==> src/rtl/wb_load_stage.sv <==
// Writeback / load stage: forwards ALU results to the register file and
// performs a single outstanding data-memory read for loads, extracting the
// requested byte/half/word. Misaligned loads, illegal widths and memory
// timeouts raise a one-cycle fault pulse instead of a write.
module wb_load_stage #(
  parameter int unsigned TIMEOUT_CYCLES = 255
) (
  input  logic        clk,
  input  logic        rst,
  input  logic        clk_en,
  input  logic        i_valid,
  output logic        o_ready,
  input  logic [4:0]  i_rd,
  input  logic [31:0] i_result,
  input  logic        i_is_load,
  input  logic [2:0]  i_funct3,
  output logic        o_mem_req,
  output logic [31:0] o_mem_addr,
  input  logic        i_mem_ack,
  input  logic [31:0] i_mem_rdata,
  output logic [4:0]  o_write_addr,
  output logic [31:0] o_write_data,
  output logic        o_write_en,
  output logic        o_fault
);

  typedef enum logic {
    ST_IDLE = 1'b0,
    ST_LOAD = 1'b1
  } state_t;

  localparam logic [7:0] LP_TIMEOUT = 8'(TIMEOUT_CYCLES);

  state_t      r_state;
  logic [7:0]  r_cnt;
  logic [4:0]  r_rd;
  logic [2:0]  r_funct3;
  logic [1:0]  r_off;
  logic        r_mem_req;
  logic [31:0] r_mem_addr;
  logic [4:0]  r_write_addr;
  logic [31:0] r_write_data;
  logic        r_write_en;
  logic        r_fault;

  logic        w_f3_legal;
  logic        w_misaligned;
  logic [7:0]  w_cnt_next;
  logic [7:0]  w_byte;
  logic [15:0] w_half;
  logic [31:0] w_load_data;

  // Request checks for the op currently presented upstream.
  always_comb begin
    // NOTE: every signal driven here gets a default first so no latch is inferred.
    w_f3_legal   = 1'b0;
    w_misaligned = 1'b0;
    unique case (i_funct3)
      3'b000, 3'b100: w_f3_legal = 1'b1;
      3'b001, 3'b101: begin
        w_f3_legal   = 1'b1;
        w_misaligned = i_result[0];
      end
      3'b010: begin
        w_f3_legal   = 1'b1;
        w_misaligned = |i_result[1:0];
      end
      default: w_f3_legal = 1'b0;
    endcase
  end

  // Byte/half lane selection and sign/zero extension of the returned word.
  always_comb begin
    w_load_data = i_mem_rdata;
    unique case (r_off)
      2'd0:    w_byte = i_mem_rdata[7:0];
      2'd1:    w_byte = i_mem_rdata[15:8];
      2'd2:    w_byte = i_mem_rdata[23:16];
      default: w_byte = i_mem_rdata[31:24];
    endcase
    w_half = r_off[1] ? i_mem_rdata[31:16] : i_mem_rdata[15:0];
    unique case (r_funct3)
      3'b000:  w_load_data = {{24{w_byte[7]}}, w_byte};
      3'b100:  w_load_data = {24'd0, w_byte};
      3'b001:  w_load_data = {{16{w_half[15]}}, w_half};
      3'b101:  w_load_data = {16'd0, w_half};
      default: w_load_data = i_mem_rdata;
    endcase
  end

  assign w_cnt_next = r_cnt + 8'd1;

  // Stage FSM with all outputs registered; nothing moves while clk_en is low.
  always_ff @(posedge clk) begin
    if (rst) begin
      // NOTE: sequential state uses non-blocking assignments so every register samples pre-edge values.
      r_state      <= ST_IDLE;
      r_cnt        <= 8'd0;
      r_rd         <= 5'd0;
      r_funct3     <= 3'd0;
      r_off        <= 2'd0;
      r_mem_req    <= 1'b0;
      r_mem_addr   <= 32'd0;
      r_write_addr <= 5'd0;
      r_write_data <= 32'd0;
      r_write_en   <= 1'b0;
      r_fault      <= 1'b0;
    end else if (clk_en) begin
      r_write_en <= 1'b0;
      r_fault    <= 1'b0;
      unique case (r_state)
        ST_IDLE: begin
          if (i_valid) begin
            if (!i_is_load) begin
              if (i_rd != 5'd0) begin
                r_write_en   <= 1'b1;
                r_write_addr <= i_rd;
                r_write_data <= i_result;
              end
            end else if (!w_f3_legal || w_misaligned) begin
              r_fault <= 1'b1;
            end else begin
              r_state    <= ST_LOAD;
              r_mem_req  <= 1'b1;
              r_mem_addr <= {i_result[31:2], 2'b00};
              r_rd       <= i_rd;
              r_funct3   <= i_funct3;
              r_off      <= i_result[1:0];
              r_cnt      <= 8'd0;
            end
          end
        end
        ST_LOAD: begin
          if (i_mem_ack) begin
            // Ack takes priority over a timeout expiring in the same cycle.
            r_state   <= ST_IDLE;
            r_mem_req <= 1'b0;
            if (r_rd != 5'd0) begin
              r_write_en   <= 1'b1;
              r_write_addr <= r_rd;
              r_write_data <= w_load_data;
            end
          end else if (w_cnt_next == LP_TIMEOUT) begin
            r_state   <= ST_IDLE;
            r_mem_req <= 1'b0;
            r_fault   <= 1'b1;
            r_cnt     <= w_cnt_next;
          end else begin
            r_cnt <= w_cnt_next;
          end
        end
        default: r_state <= ST_IDLE;
      endcase
    end
  end

  assign o_ready      = (r_state == ST_IDLE);
  assign o_mem_req    = r_mem_req;
  assign o_mem_addr   = r_mem_addr;
  assign o_write_addr = r_write_addr;
  assign o_write_data = r_write_data;
  assign o_write_en   = r_write_en;
  assign o_fault      = r_fault;

endmodule

==> config.mk <==
export PLATFORM = sky130hd
export DESIGN_NAME = wb_load_stage
export DESIGN_NICKNAME = d
export VERILOG_FILES = /design/src/rtl/wb_load_stage.sv
export SDC_FILE = /design/constraint.sdc
export NUM_CORES = 1
export LEC_CHECK = 0
export BUFFER_PORTS_ARGS = -buffer_cell sky130_fd_sc_hd__buf_2
export CAP_MARGIN = 10
export CORE_MARGIN = 5
export CORE_UTILIZATION = 54
export CTS_CLUSTER_DIAMETER = 150
export CTS_CLUSTER_SIZE = 14
export DETAILED_ROUTE_END_ITERATION = 16
export GPL_ROUTABILITY_DRIVEN = 0
export PLACE_DENSITY = 0.85
export SETUP_SLACK_MARGIN = 0.05
export SYNTH_ARGS = -nofsm -noshare
export SYNTH_HDL_FRONTEND = slang
export SYNTH_SLANG_ARGS = --single-unit
==> constraint.sdc <==
create_clock -name clk -period 3.1 [get_ports clk]
set_clock_uncertainty 0.1 [all_clocks]
set_input_delay 0.62 -clock clk [delete_from_list [all_inputs] [get_ports clk]]
set_output_delay 0.62 -clock clk [all_outputs]
set_load 0.02 [all_outputs]
==> impl_metrics.sql <==
INSERT INTO impl_metrics (metric_group, metric, value, unit) VALUES
('critical_path', 'setup.reg_to_reg.worst_slack', '0.96', 'ns'),
('clock_network', 'post-cts-setup-buffers', '0', ''),
('clock_network', 'clk_transition_reported_paths', '0.09', 'ns'),
('critical_path', 'timing.setup.critical_path_class', 'in2reg', ''),
('min_path', 'hold_path_end', 'o_write_data[28]', ''),
('global_routing', 'grt_remaining_overflow', '0', ''),
('critical_path', 'worst_ep_required_time', '3.23', 'ns'),
('logic_synthesis', 'yosys.area_share.xor_xnor', '0.607', '%'),
('logic_synthesis', 'synthCells', '570', ''),
('final_layout', 'finish.utilization', '68.2', '%'),
('critical_path', 'worstSetupStartpointType', 'input port', ''),
('critical_path', 'worstSetupEndpointType', 'register', ''),
('pwr', 'power-per-cell-area', '455', 'nW/µm²'),
('floorplan', 'num_rows', '32', ''),
('logic_synthesis', 'synth_enable_flop_cells', '0', ''),
('sta', 'maxSlewViolCount', '0', ''),
('floorplan', 'die_height', '99.5', 'µm'),
('routing', 'route.vias.total', '4612', ''),
('sta', 'timing.setup.tns', '0', 'ns'),
('logic_synthesis', 'synth.area.mux_share', '3.06', '%'),
('clock_network', 'clock_path_buffers', '2', ''),
('clock_network', 'cell_chosen_for_the_clock_root', 'sky130_fd_sc_hd__clkbuf_8', ''),
('logic_synthesis', 'top_area_cell_type_share_of_the_netlist_area', '41.2', '%'),
('logic_synthesis', 'seq_area_frac_synth', '41.2', '%'),
('routing', 'route.antenna.remaining_nets', '0', ''),
('routing', 'drcViolationCount', '0', ''),
('sta', 'setup_violations', '0', ''),
('logic_synthesis', 'dominant_combinational_cell_family_by_area_after_synthesis', 'simple AND/OR/NAND/NOR gates', ''),
('sta', 'timing.final.crit_period', '2.25', 'ns'),
('logic_synthesis', 'post_synth.cell_area_avg', '7.60', 'µm²'),
('clock_network', 'clk-insertion-delay-late', '0.35', 'ns'),
('routing', 'firstDrtPassIters', '5', ''),
('critical_path', 'r2r-start', 'r_rd[1]', ''),
('sta', 'fin_worst_hold_slack', '0.354', 'ns'),
('critical_path', 'crit_path_max_fanout', '23', ''),
('run_status', 'status', 'complete, no violations', ''),
('logic_synthesis', 'yosysTopAreaCell', 'sky130_fd_sc_hd__dfxtp_1', ''),
('clock_network', 'cts_htree_levels', '3', ''),
('final_layout', 'final_cell_mix', 'sky130_fd_sc_hd__nand2_1 (148), sky130_fd_sc_hd__buf_2 (148), sky130_fd_sc_hd__dfxtp_1 (88)', ''),
('clock_network', 'tritoncts_clock_tree', 'yes', ''),
('global_routing', 'grt_pass1_wl', '21.0', 'mm'),
('min_path', 'timing.hold.worst.class', 'reg2reg', ''),
('logic_synthesis', 'cell_variety_after_synth', '48', ''),
('global_routing', 'vias_in_the_first_global_route', '4376', ''),
('sta', 'fin_ws', '0.850', 'ns'),
('clock_network', 'tritoncts_num_sinks', '89', ''),
('critical_path', 'rr_endpoint', 'o_write_data[3]', ''),
('floorplan', 'initial_core_util', '55.7', '%'),
('final_layout', 'syn_to_final_growth', '22.4', '%'),
('final_layout', 'n_antenna_cell', '0', ''),
('floorplan', 'i_o_pin_count', '151', ''),
('critical_path', 'worst-r2r-cell-count', '5', ''),
('placement', 'hpwl', '9.52', 'mm'),
('floorplan', 'die_x', '99.5', 'µm'),
('routing', 'post_drt_via_cell_ratio', '5.76', ''),
('global_routing', 'grt_max_degree', '48', ''),
('logic_synthesis', 'yosys_register_bits', '89', ''),
('logic_synthesis', 'top_flip_flop_cell_by_instance_count_after_synthesis', 'sky130_fd_sc_hd__dfxtp_1', ''),
('clock_network', 'post_cts.resized_instances', '0', ''),
('sta', 'max_freq', '444', 'MHz'),
('sta', 'final_cycle_utilization_of_the_critical_path', '72.6', '%'),
('pwr', 'peakVddDrop', '0.315', 'mV'),
('routing', 'drc_violation_total_after_the_first_tritonroute_iteration', '263', ''),
('pwr', 'p_leak', '0.00217', 'µW'),
('min_path', 'hold-path-cell-count', '2', ''),
('floorplan', 'design.core.area', '7770', 'µm²'),
('clock_network', 'ctsHoldBuffers', '0', ''),
('sta', 'relative_max_transition_margin', '50.3', '%'),
('sta', 'rsz_0062_raised_after_global_routing', 'false', ''),
('placement', 'portBuffers', '148', ''),
('sta', 'slew_at_the_pin_closest_to_its_max_slew_limit', '0.745', 'ns');
==> worst max-delay path, cell delays in order <==
cell                        delay (ns)
sky130_fd_sc_hd__buf_2            0.11
sky130_fd_sc_hd__nor4_1           0.59
sky130_fd_sc_hd__o2111ai_4        0.48
sky130_fd_sc_hd__buf_4            0.39
sky130_fd_sc_hd__nand2_1          0.11
sky130_fd_sc_hd__a21oi_1          0.07
==> Yosys cell counts, drive strengths merged (2+ instances only) <==
cell type,n
nor2,49
ha,2
nand2,149
nand2b,2
nor3,6
a211o,17
o211ai,9
o21a,3
or4,4
clkbuf,30
and3b,8
inv,5
a31oi,6
o21ai,15
o221a,3
xnor2,2
o221ai,2
o2111ai,5
nor2b,11
a211oi,9
mux2i,11
a311oi,3
buf,15
dfxtp,89
or3,2
a21o,4
a21oi,83
nand3,14
==> cells by family (layout without fill, tap and decap cells) <==
group	after synthesis	after routing
AOI/OAI and AO/OA	164	164
xor gates and xnor gates	3	3
adders and majority gates	2	2
buffers and inverters	50	178
DFF	89	89
muxes	12	12
other	1	2
and+or+nand+nor	249	249
==> area by class of cell <==
type	count	area (µm²)
sequential	89	1780
tap	102	128
multi-input combinational	432	2330
clock buffer	10	138
clock inverter	6	90.1
inverter	5	18.8
fill	698	2470
timing repair buffer	157	808
==> worst max path at each step <==
stage                     start               to
finish              i_result[1]         r_off[1]
global route        i_result[1]      r_funct3[2]
CTS                 i_result[1]   o_mem_addr[26]
detailed placement  i_result[1]   o_mem_addr[19]
floorplan               i_rd[1]  o_write_data[2]
global placement    i_result[1]         r_off[1]
==> per-stage QoR <==
stage,cell area (µm²),std cells,total power (µW)
final,5300,801,2410
after global routing,5300,801,2510
after CTS,5300,801,2410
after detailed placement,5070,785,1530
after global placement,5070,785,1520
after floorplan,4330,571,1400
==> per-layer routing <==
layer / global-route usage, % / share of wire [%]
met1: 33.9 / 41
met2: 43.1 / 47
met3: 5.40 / 9.5
met4: 8.93 / 1.9
met5: 0 / 0.10
==> power breakdown <==
part / total [µW] / internal, µW / switching [µW]
Sequential: 1200 / 1180 / 23.0
Clock: 902 / 479 / 423
Combinational: 309 / 113 / 196
==> registers in the layout, indices dropped and copies added, names as in the netlist <==
signal        flops
r_rd              5
r_state           1
r_off             2
o_write_data     32
o_mem_req         1
o_write_en        1
o_mem_addr       30
o_write_addr      5
r_cnt             8
o_fault           1
r_funct3          3
(Power assumes the default switching activity.)
